### config.mk
export PLATFORM = sky130hd
export DESIGN_NAME = alu_operand_loader
export DESIGN_NICKNAME = d
export VERILOG_FILES = /design/src/rtl/alu_operand_loader.sv
export SDC_FILE = /design/constraint.sdc
export NUM_CORES = 1
export LEC_CHECK = 0
export ABC_AREA = 1
export BUFFER_PORTS_ARGS = -buffer_cell sky130_fd_sc_hd__buf_2
export CAP_MARGIN = 20
export CORE_MARGIN = 2
export CORE_UTILIZATION = 35
export DETAILED_ROUTE_END_ITERATION = 8
export GPL_ROUTABILITY_DRIVEN = 0
export PLACE_DENSITY_LB_ADDON = 0.05
export SYNTH_ARGS = -nofsm -noshare
export SYNTH_HDL_FRONTEND = slang
export SYNTH_SLANG_ARGS = --single-unit
### constraint.sdc
create_clock -name clk -period 3.85 [get_ports clk]
set_input_delay 0.385 -clock clk [delete_from_list [all_inputs] [get_ports clk]]
set_output_delay 0.385 -clock clk [all_outputs]
set_load 0.01 [all_outputs]
### src/rtl/alu_operand_loader.sv
// Operand loader for four_bit_alu: one debounced pushbutton steps X, Y and F loads
// from a shared nibble input, then flags op_valid while the held operation is complete.
module alu_operand_loader #(
    parameter int DEBOUNCE_CYCLES = 120000
) (
    input  logic       clk,
    input  logic       rst_n,
    input  logic [3:0] nibble_in,
    input  logic       btn_in,
    output logic [3:0] x_out,
    output logic [3:0] y_out,
    output logic [1:0] f_out,
    output logic       op_valid,
    output logic [1:0] state_out
);

    localparam int CNT_W = $clog2(DEBOUNCE_CYCLES);
    localparam logic [CNT_W-1:0] CNT_MAX = CNT_W'(DEBOUNCE_CYCLES - 1);

    typedef enum logic [1:0] {
        LOAD_X = 2'd0,
        LOAD_Y = 2'd1,
        LOAD_F = 2'd2,
        RUN    = 2'd3
    } state_t;

    logic             sync1_q, sync2_q;
    logic             deb_q, deb_d;
    logic [CNT_W-1:0] cnt_q, cnt_d;
    logic             press_q, press_d;
    state_t           state_q, state_d;
    logic [3:0]       x_q, x_d;
    logic [3:0]       y_q, y_d;
    logic [1:0]       f_q, f_d;
    logic             valid_q, valid_d;

    // The level only flips after btn_sync has differed for DEBOUNCE_CYCLES consecutive cycles.
    always_comb begin
        cnt_d = '0;
        deb_d = deb_q;
        if (sync2_q != deb_q) begin
            if (cnt_q == CNT_MAX) begin
                deb_d = sync2_q;
            end else begin
                cnt_d = cnt_q + CNT_W'(1);
            end
        end
        press_d = deb_d & ~deb_q;
    end

    always_comb begin
        state_d = state_q;
        x_d     = x_q;
        y_d     = y_q;
        f_d     = f_q;
        valid_d = valid_q;
        if (press_q) begin
            case (state_q)
                LOAD_X: begin
                    x_d     = nibble_in;
                    state_d = LOAD_Y;
                end
                LOAD_Y: begin
                    y_d     = nibble_in;
                    state_d = LOAD_F;
                end
                LOAD_F: begin
                    f_d     = nibble_in[1:0];
                    valid_d = 1'b1;
                    state_d = RUN;
                end
                RUN: begin
                    valid_d = 1'b0;
                    state_d = LOAD_X;
                end
                default: state_d = LOAD_X;
            endcase
        end
    end

    always_ff @(posedge clk or negedge rst_n) begin
        if (!rst_n) begin
            sync1_q <= 1'b0;
            sync2_q <= 1'b0;
            deb_q   <= 1'b0;
            cnt_q   <= '0;
            press_q <= 1'b0;
            state_q <= LOAD_X;
            x_q     <= 4'd0;
            y_q     <= 4'd0;
            f_q     <= 2'd0;
            valid_q <= 1'b0;
        end else begin
            sync1_q <= btn_in;
            sync2_q <= sync1_q;
            deb_q   <= deb_d;
            cnt_q   <= cnt_d;
            press_q <= press_d;
            state_q <= state_d;
            x_q     <= x_d;
            y_q     <= y_d;
            f_q     <= f_d;
            valid_q <= valid_d;
        end
    end

    assign x_out     = x_q;
    assign y_out     = y_q;
    assign f_out     = f_q;
    assign op_valid  = valid_q;
    assign state_out = state_q;

endmodule
-- Word-level counts from Yosys, hierarchy flattened
Cells that the tools add are included.
- reductions and logical operators: 6
- $mul: 0
- shift operators: 0
- magnitude comparators: 0
- mux-type cells: 6
- bitwise gates (word level): 2
- add/sub/neg operators: 1
- divide/modulo/power cells: 0
- eq/ne operators: 5
- operators by type and width (cell ; count):
    two-way mux 17 bit ; 2
    adder 17 x 1 -> 17 bit (second input constant) ; 1
    == test 17 bit (second input constant) ; 1
    one-hot mux 2 bit (4 select lines) ; 1
    AND reduction 2 bit ; 4
    == test 2 bit (second input constant) ; 2
    == test 2 x 1 -> 1 bit (second input constant) ; 1
    zero test 2 bit ; 1
    two-way mux 1 bit ; 2
    one-hot mux 1 bit (2 select lines) ; 1
    nonzero test 2 bit ; 1
    bitwise AND 1 bit ; 1
    != test 1 bit ; 1
    inverter 1 bit ; 1
- word-level logic and storage cells: 30
- ROM bits: 0
- memories kept: 0
- output and inout bits: 13
- bits in latches: 0
- bits in registers: 34
- bits in writable memories: 0

-- Depth between registers and ports, before layout
Gate-level depths: netlist (run 1).
- word-level depth: 4
- gate-level depth with buffers: 8
- mapped depth without buffers: 8

-- Worst setup path before layout (run 1)
No wires, ideal clock.
- path kind: reg2reg
- from: reg cnt_q[0]
- to: reg cnt_q[12]
- arrival time: 1.148 ns
- buffers on the path: 0
- path slack: 2.583 ns
- stages on the path, launching flop included: 8
- library setup time: 0.119 ns
- required time: 3.731 ns
- period minus slack after synthesis: 1.267 ns
- cell sequence: dfrtp_1 -> ha_1 -> nand2_1 -> nor2_2 -> nand2_1 -> nor2_2 -> xor2_1 -> nor2_1
- word-level cells in the longest chain between the ends: 3
- elaborated cells between the ends (all ways): 4
- ends and longest elaborated chain (element ; RTL line ; RTL):
    start, declared ; 29 ; logic [CNT_W-1:0] cnt_q, cnt_d;
    start signal, assigned ; 97 ; cnt_q <= cnt_d;
    adder 17 x 1 -> 17 bit or == test 17 bit (tied branches) ; 45, 42 ;
    two-way mux 17 bit * ; 42 ; if (cnt_q == CNT_MAX) begin
    two-way mux 17 bit * ; 41 ; if (sync2_q != deb_q) begin
    net cnt_d[12] ; 29 ;
The timed path passes the listed nets; every way through them passes the cells marked *.
A chain may end at the register's enable or synchronous reset.

-- Worst setup path in the final report (run 1)
- from: reg deb_q
- to: reg cnt_q[12]
- word-level cells in the longest chain between the ends: 2
- ends and longest elaborated chain (element ; RTL line ; RTL):
    start, declared ; 28 ; logic deb_q, deb_d;
    start signal, assigned ; 85 ; deb_q <= 1'b0;
    start signal, assigned ; 96 ; deb_q <= deb_d;
    != test 1 bit ; 41 ;
    two-way mux 17 bit ; 41 ;
    net cnt_d[12] ; 29 ;
The timed path passes the listed nets, and every way through them passes these cells.

==> results of run 1 <==
## per-stage QoR
| stage | setup WS (ns) | hold slack [ns] | total power (uW) |
|---|---|---|---|
| 5_1_grt | 2.28 | 0.196 | 663 |
| 3_5_place_dp | 2.40 | 0.343 | 392 |
| 4_1_cts | 2.38 | 0.191 | 641 |
| 6_report | 2.42 | 0.160 | 628 |
| 2_1_floorplan | 2.58 | 0.0894 | 379 |
| 3_3_place_gp | 2.44 | 0.341 | 391 |
## sequential cells by signal (all words and copies together), names as in the netlist
name and count:
y_out 4, cnt_q 17, sync1_q 1, x_out 4, press_q 1, f_out 2, deb_q 1, sync2_q 1
state_out 2, op_valid 1
## layout make-up
| class | count | area share |
|---|---|---|
| Inverter | 23 | 0.0457 |
| Tap cell | 52 | 0.0344 |
| Multi-Input combinational cell | 129 | 0.377 |
| Clock inverter | 2 | 0.00530 |
| Clock buffer | 5 | 0.0364 |
| Timing Repair Buffer | 19 | 0.0503 |
| Sequential cell | 34 | 0.450 |
## power groups by stage
stage | Clock [uW] | Sequential (uW) | Combinational, uW
6_report | 244 | 364 | 20.0
3_3_place_gp | 0 | 371 | 20.2
3_5_place_dp | 0 | 371 | 21.3
4_1_cts | 256 | 364 | 21.4
5_1_grt | 275 | 364 | 23.8
2_1_floorplan | 0 | 370 | 8.67
## synthesized netlist by cell type
master	count	share of area
clkinv_1	1	0.0023
dfrtp_1	34	0.52
ha_1	6	0.045
inv_1	20	0.045
inv_2	2	0.0046
nand2_1	43	0.098
nand2_2	3	0.011
nand2_4	1	0.0068
nand3_1	4	0.012
nand3_2	4	0.024
nand3_4	1	0.011
nand4_1	1	0.0038
nor2_1	27	0.061
nor2_2	6	0.023
nor2_4	2	0.014
nor3_1	2	0.0061
nor3b_1	1	0.0046
o21ai_0	15	0.045
o21ai_1	1	0.0030
o21bai_1	1	0.0046
xnor2_1	4	0.021
xor2_1	7	0.037
## worst max-delay path, stage by stage (launching register included)
cell and delay [ns]:
dfrtp_1 0.40, xnor2_1 0.55, inv_2 0.12, nand2_4 0.17
nor2_1 0.07
## worst paths after layout
check,startpoint,to,slack (ns)
max,deb_q,cnt_q[12],2.42
min,rst_n,op_valid,0.16
max reg2reg,deb_q,cnt_q[12],2.42
min reg2reg,sync1_q,sync2_q,0.35
max in group asynchronous,rst_n,cnt_q[14],3.21
min in group clk,btn_in,sync1_q,0.21
## kinds of logic (layout without fill, tap and decap cells)
| logic type | after synthesis | after routing |
|---|---|---|
| AND/OR/NAND/NOR | 95 | 95 |
| buffers and inverters | 23 | 49 |
| AO/OA/AOI/OAI | 17 | 17 |
| XOR/XNOR | 11 | 11 |
| flip-flops | 34 | 34 |
| adder cells (fa/ha/maj) | 6 | 6 |
## routing by layer
| layer | GRT usage | routed length [um] |
|---|---|---|
| met5 | 0 | 0 |
| met4 | 0.0556 | 55 |
| met1 | 0.187 | 1470 |
| met3 | 0.0414 | 125 |
| met2 | 0.208 | 1360 |
==> results.py, run 1 <==
metrics = {
    "pwr": {
        "switching_share": 0.223,
        "ir_drop_mv": 0.157,
        "seqPwrFrac": 0.580,
        "static-leakage-power_uw": 0.000888,
        "power.switching_uw": 140,
        "p_per_area_nw_per_um2": 332,
        "p_int_uw": 487,
        "p_comb_frac": 0.032,
        "power_frac_clock": 0.388,
    },
    "timing": {
        "skew_ns": 0.00536,
        "period_share": 0.371,
        "slew_violations": 0,
        "setup_viol": 0,
        "worst_slew_pin_slew_ns": 0.740,
        "relSlewSlack": 0.507,
        "finalWorstPathRequiredPeriod_ns": 1.43,
        "rsz0062_at_grt": "false",
        "tns_ns": 0,
        "hold_viol": 0,
        "fmax_mhz": 700,
    },
    "drt": {
        "wl_per_cell_um": 11.4,
        "drc": 0,
        "drt_pass1_iterations": 4,
        "wl_um": 3010,
        "via_count": 1190,
        "viasPerCell": 4.51,
        "ant_nets": 0,
        "drt_iter0_drc": 63,
    },
    "clocking": {
        "htreeDepth": 2,
        "cts_tree": "done",
        "cts-root-buf": "clkbuf_8",
        "cts.sink_count": 34,
        "cts_resized": 0,
        "cts_setup_buffers": 0,
        "worstSkewPairLatency_ns": 0.28,
        "clockBufferDepth": 2,
        "cts-buffers-inserted": 5,
        "clk_pin_slew_ns": 0.07,
        "ctsHoldBuffers": 0,
    },
    "setup_path": {
        "worstPathArrival_ns": 1.60,
        "rr_worst_depth": 4,
        "startpoint_type": "flop",
        "crit_fanout": 10,
        "crit_type": "reg2reg",
        "crit_required_ns": 4.02,
        "worstSetupEndpointType": "flop",
    },
    "place": {
        "hpwl_um": 2290,
        "dp.cells": 257,
        "port_buffers": 19,
        "place_area_um2": 1810,
    },
    "global_route": {
        "grt_max_degree": 35,
        "grt_pass1_vias": 1212,
        "grt_overflow_total": 0,
        "antenna_found_initial": 0,
        "grt_first_pass_wirelength_um": 5580,
        "grt_use_total": 0.138,
    },
    "finish": {
        "multi_input_area_um2": 713,
        "layout_common_cells": "43 x nand2_1, 34 x dfrtp_1, 27 x nor2_1",
        "drive_gt1_frac": 0.212,
        "antenna_cells": 0,
        "fillCellCount": 459,
        "instances_no_fill": 264,
        "post-route-util": 0.425,
        "final_nets": 225,
        "final_area_um2": 1890,
        "final_common_cell": "nand2_1",
        "syn_to_final_growth_pct": 14.5,
        "regArea_um2": 851,
    },
    "yosys": {
        "yosys.area_share.simple": 0.275,
        "synthAdderAreaFrac": 0.0455,
        "syn-num-nets": 199,
        "syn-cell-area_um2": 1650,
        "synth_top_family_by_area": "simple AND/OR/NAND/NOR gates",
        "ys_seq_elements": 34,
        "synthMuxAreaShare": 0,
        "yosysSeqAreaShare": 0.516,
        "synth.distinct_cells": 22,
        "synth_compound_area_frac": 0.0531,
        "yosysWarningCount": 0,
        "syn_area_per_cell_um2": 8.87,
        "synth_xor_area_frac": 0.0584,
        "netlist_instances": 186,
    },
    "worst_hold_path": {
        "min_path_type": "in2async",
    },
    "floorplan": {
        "start_util": 0.371,
        "fp-row-count": 24,
        "die_width_um": 72.7,
        "core_area_um2": 4440,
        "pin_count": 20,
        "die_h_um": 72.7,
        "dieArea_um2": 5280,
    },
    "status": {
        "run_status": "complete, no violations",
    },
    "run": {
        "timing.max_cap.violations": 0,
    },
}
Note: power is estimated with default switching activity, not from simulation.
==> run 2, diff against run 1 <==
==> constraint.sdc (replaced) <==
create_clock -name clk -period 1.15 [get_ports clk]
set_input_delay 0.115 -clock clk [delete_from_list [all_inputs] [get_ports clk]]
set_output_delay 0.115 -clock clk [all_outputs]
set_load 0.01 [all_outputs]
==> run 2 against run 1 <==
The flow now finishes with violations (setup timing). Flip-flop and latch count did not move. Final cell count rose by 13%. Setup slack got worse by 2.6 ns. Maximum frequency rose by 11%. Clock skew fell by 0.0010 ns. Sequential power rose to 3.4 times the previous value. Critical endpoint is now cnt_q[3]. Non-clock buffer count rose by 33. Combinational power rose to 5.6 times the previous value. Final area rose by 22%. Largest cell class unchanged.
==> results.py, run 2 (synthesized netlist as in run 1, its figures left out) <==
metrics = {
    "clocking": {
        "cts-buffers-inserted": 5,
        "htreeDepth": 2,
        "clk_pin_slew_ns": 0.07,
        "clockBufferDepth": 2,
        "cts_tree": "done",
        "cts.sink_count": 34,
        "worstSkewPairLatency_ns": 0.28,
        "cts-root-buf": "clkbuf_8",
    },
    "pwr": {
        "p_per_area_nw_per_um2": 1160,
        "ir_drop_mv": 0.873,
        "static-leakage-power_uw": 0.00116,
    },
    "floorplan": {
        "die_h_um": 72.7,
        "fp-row-count": 24,
        "start_util": 0.371,
        "core_area_um2": 4440,
        "die_width_um": 72.7,
        "pin_count": 20,
        "dieArea_um2": 5280,
    },
    "setup_path": {
        "worstSetupEndpointType": "flop",
        "worstPathArrival_ns": 1.46,
        "crit_fanout": 10,
        "crit_required_ns": 1.32,
        "r2r-start": "cnt_q[1]",
        "startpoint_type": "flop",
        "crit_type": "reg2reg",
        "critPathLaunch": "cnt_q[1]",
    },
    "finish": {
        "final_nets": 258,
        "largest_reg_flops": 17,
        "multi_input_area_um2": 798,
        "antenna_cells": 0,
        "layout_common_cells": "39 x nand2_1, 33 x dfrtp_1, 29 x buf_4",
        "final_common_cell": "nand2_1",
        "regArea_um2": 852,
        "largest-register": "cnt_q",
        "drive_gt1_frac": 0.370,
        "fillCellCount": 419,
        "syn_to_final_growth_pct": 40.0,
    },
    "timing": {
        "setup_viol": 16,
        "skew_ns": 0.00435,
        "hold_viol": 0,
        "hold_slack_ns": 0.104,
        "worst_slew_pin_slew_ns": 0.372,
        "slew_violations": 0,
        "relSlewSlack": 0.752,
        "fmax_mhz": 778,
        "rsz0062_at_grt": "true",
        "setup_slack_ns": -0.136,
        "finalWorstPathRequiredPeriod_ns": 1.29,
        "period_share": 1.12,
    },
    "drt": {
        "via_count": 1331,
        "wl_um": 3600,
        "ant_nets": 0,
        "drt_pass1_iterations": 4,
        "wl_per_cell_um": 12.1,
        "drt_iter0_drc": 58,
        "drc": 0,
        "viasPerCell": 4.47,
    },
    "global_route": {
        "grt_use_total": 0.155,
        "grt_pass1_vias": 1362,
        "antenna_found_initial": 0,
        "grt_first_pass_wirelength_um": 6180,
        "grt_max_degree": 35,
        "grt_overflow_total": 0,
    },
    "worst_hold_path": {
        "hp-start": "nibble_in[2]",
        "min_path_type": "in2reg",
    },
    "place": {
        "port_buffers": 19,
        "hpwl_um": 2610,
        "place_ws_ns": -0.173,
    },
    "status": {
        "run_status": "finished, violations left",
        "failed_checks": "setup timing",
    },
    "run": {
        "timing.max_cap.violations": 0,
    },
}
run 2: cell types whose count changed in the layout (fill, tap and decap cells not counted), moves of 2 or more:
cell	before	now
ha_1	6	3
dlygate4sd3_1	0	2
o21ai_1	1	7
nor2_4	2	4
inv_1	20	18
nand2_4	1	4
ha_2	0	2
buf_4	0	29
nand2_1	43	39
o21ai_0	15	8
bufinv_16	0	2
inv_2	2	4
run 2: metrics by stage:
stage	std cells	util	power, uW	setup TNS, ns	area [um2]
after floorplan	186	-	1270	-1.12	1660
after global placement	284	0.457	1330	-1.12	2030
after detailed placement	284	0.457	1330	-2.22	2030
after CTS	296	0.510	2730	-1.70	2270
after global routing	298	0.520	2790	-3.35	2310
final	298	0.520	2690	-1.67	2310
run 2: critical path: stages (launching register included):
cell,delay (ns)
dfrtp_1,0.39
ha_4,0.18
nand3_2,0.11
nor2_4,0.16
nand3_4,0.14
nand2_8,0.13
nor2_1,0.06
run 2: worst paths after layout:
check | to | slack (ns) | cells past startpoint
hold reg to reg | sync2_q | 0.36 | 0
hold / removal | y_out[2] | 0.10 | 3
setup reg to reg | cnt_q[3] | -0.14 | 6
setup / recovery | cnt_q[3] | -0.14 | 6
max in group asynchronous | cnt_q[2] | 0.64 | 3
min in group asynchronous | y_out[3] | 0.32 | 3
run 2: layout make-up:
class	instances	share of cell area
Inverter	23	0.0379
Clock buffer	6	0.0358
Timing Repair Buffer	52	0.158
Clock inverter	2	0.0260
Tap cell	52	0.0282
Sequential cell	34	0.369
Multi-Input combinational cell	129	0.346
run 2: timing repair:
action	CTS	global route
hold endpoints to repair	35	0
cloned	0	0
hold buffers	2	0
pin swaps	7	5
endpoints found under the setup margin	27	29
resized for setup	15	13
buffers inserted	3	2
run 2: where the power goes:
group	switching, uW	internal (uW)
Sequential	13.0	1210
Clock	434	924
Combinational	64.2	47.3
Total	511	2180
run 2: layer usage:
metal,track usage,wire [um],part of all wire
met4,0.0494,29,0.0081
met1,0.196,1730,0.48
met3,0.0414,95,0.026
met2,0.258,1750,0.49
met5,0,0,0
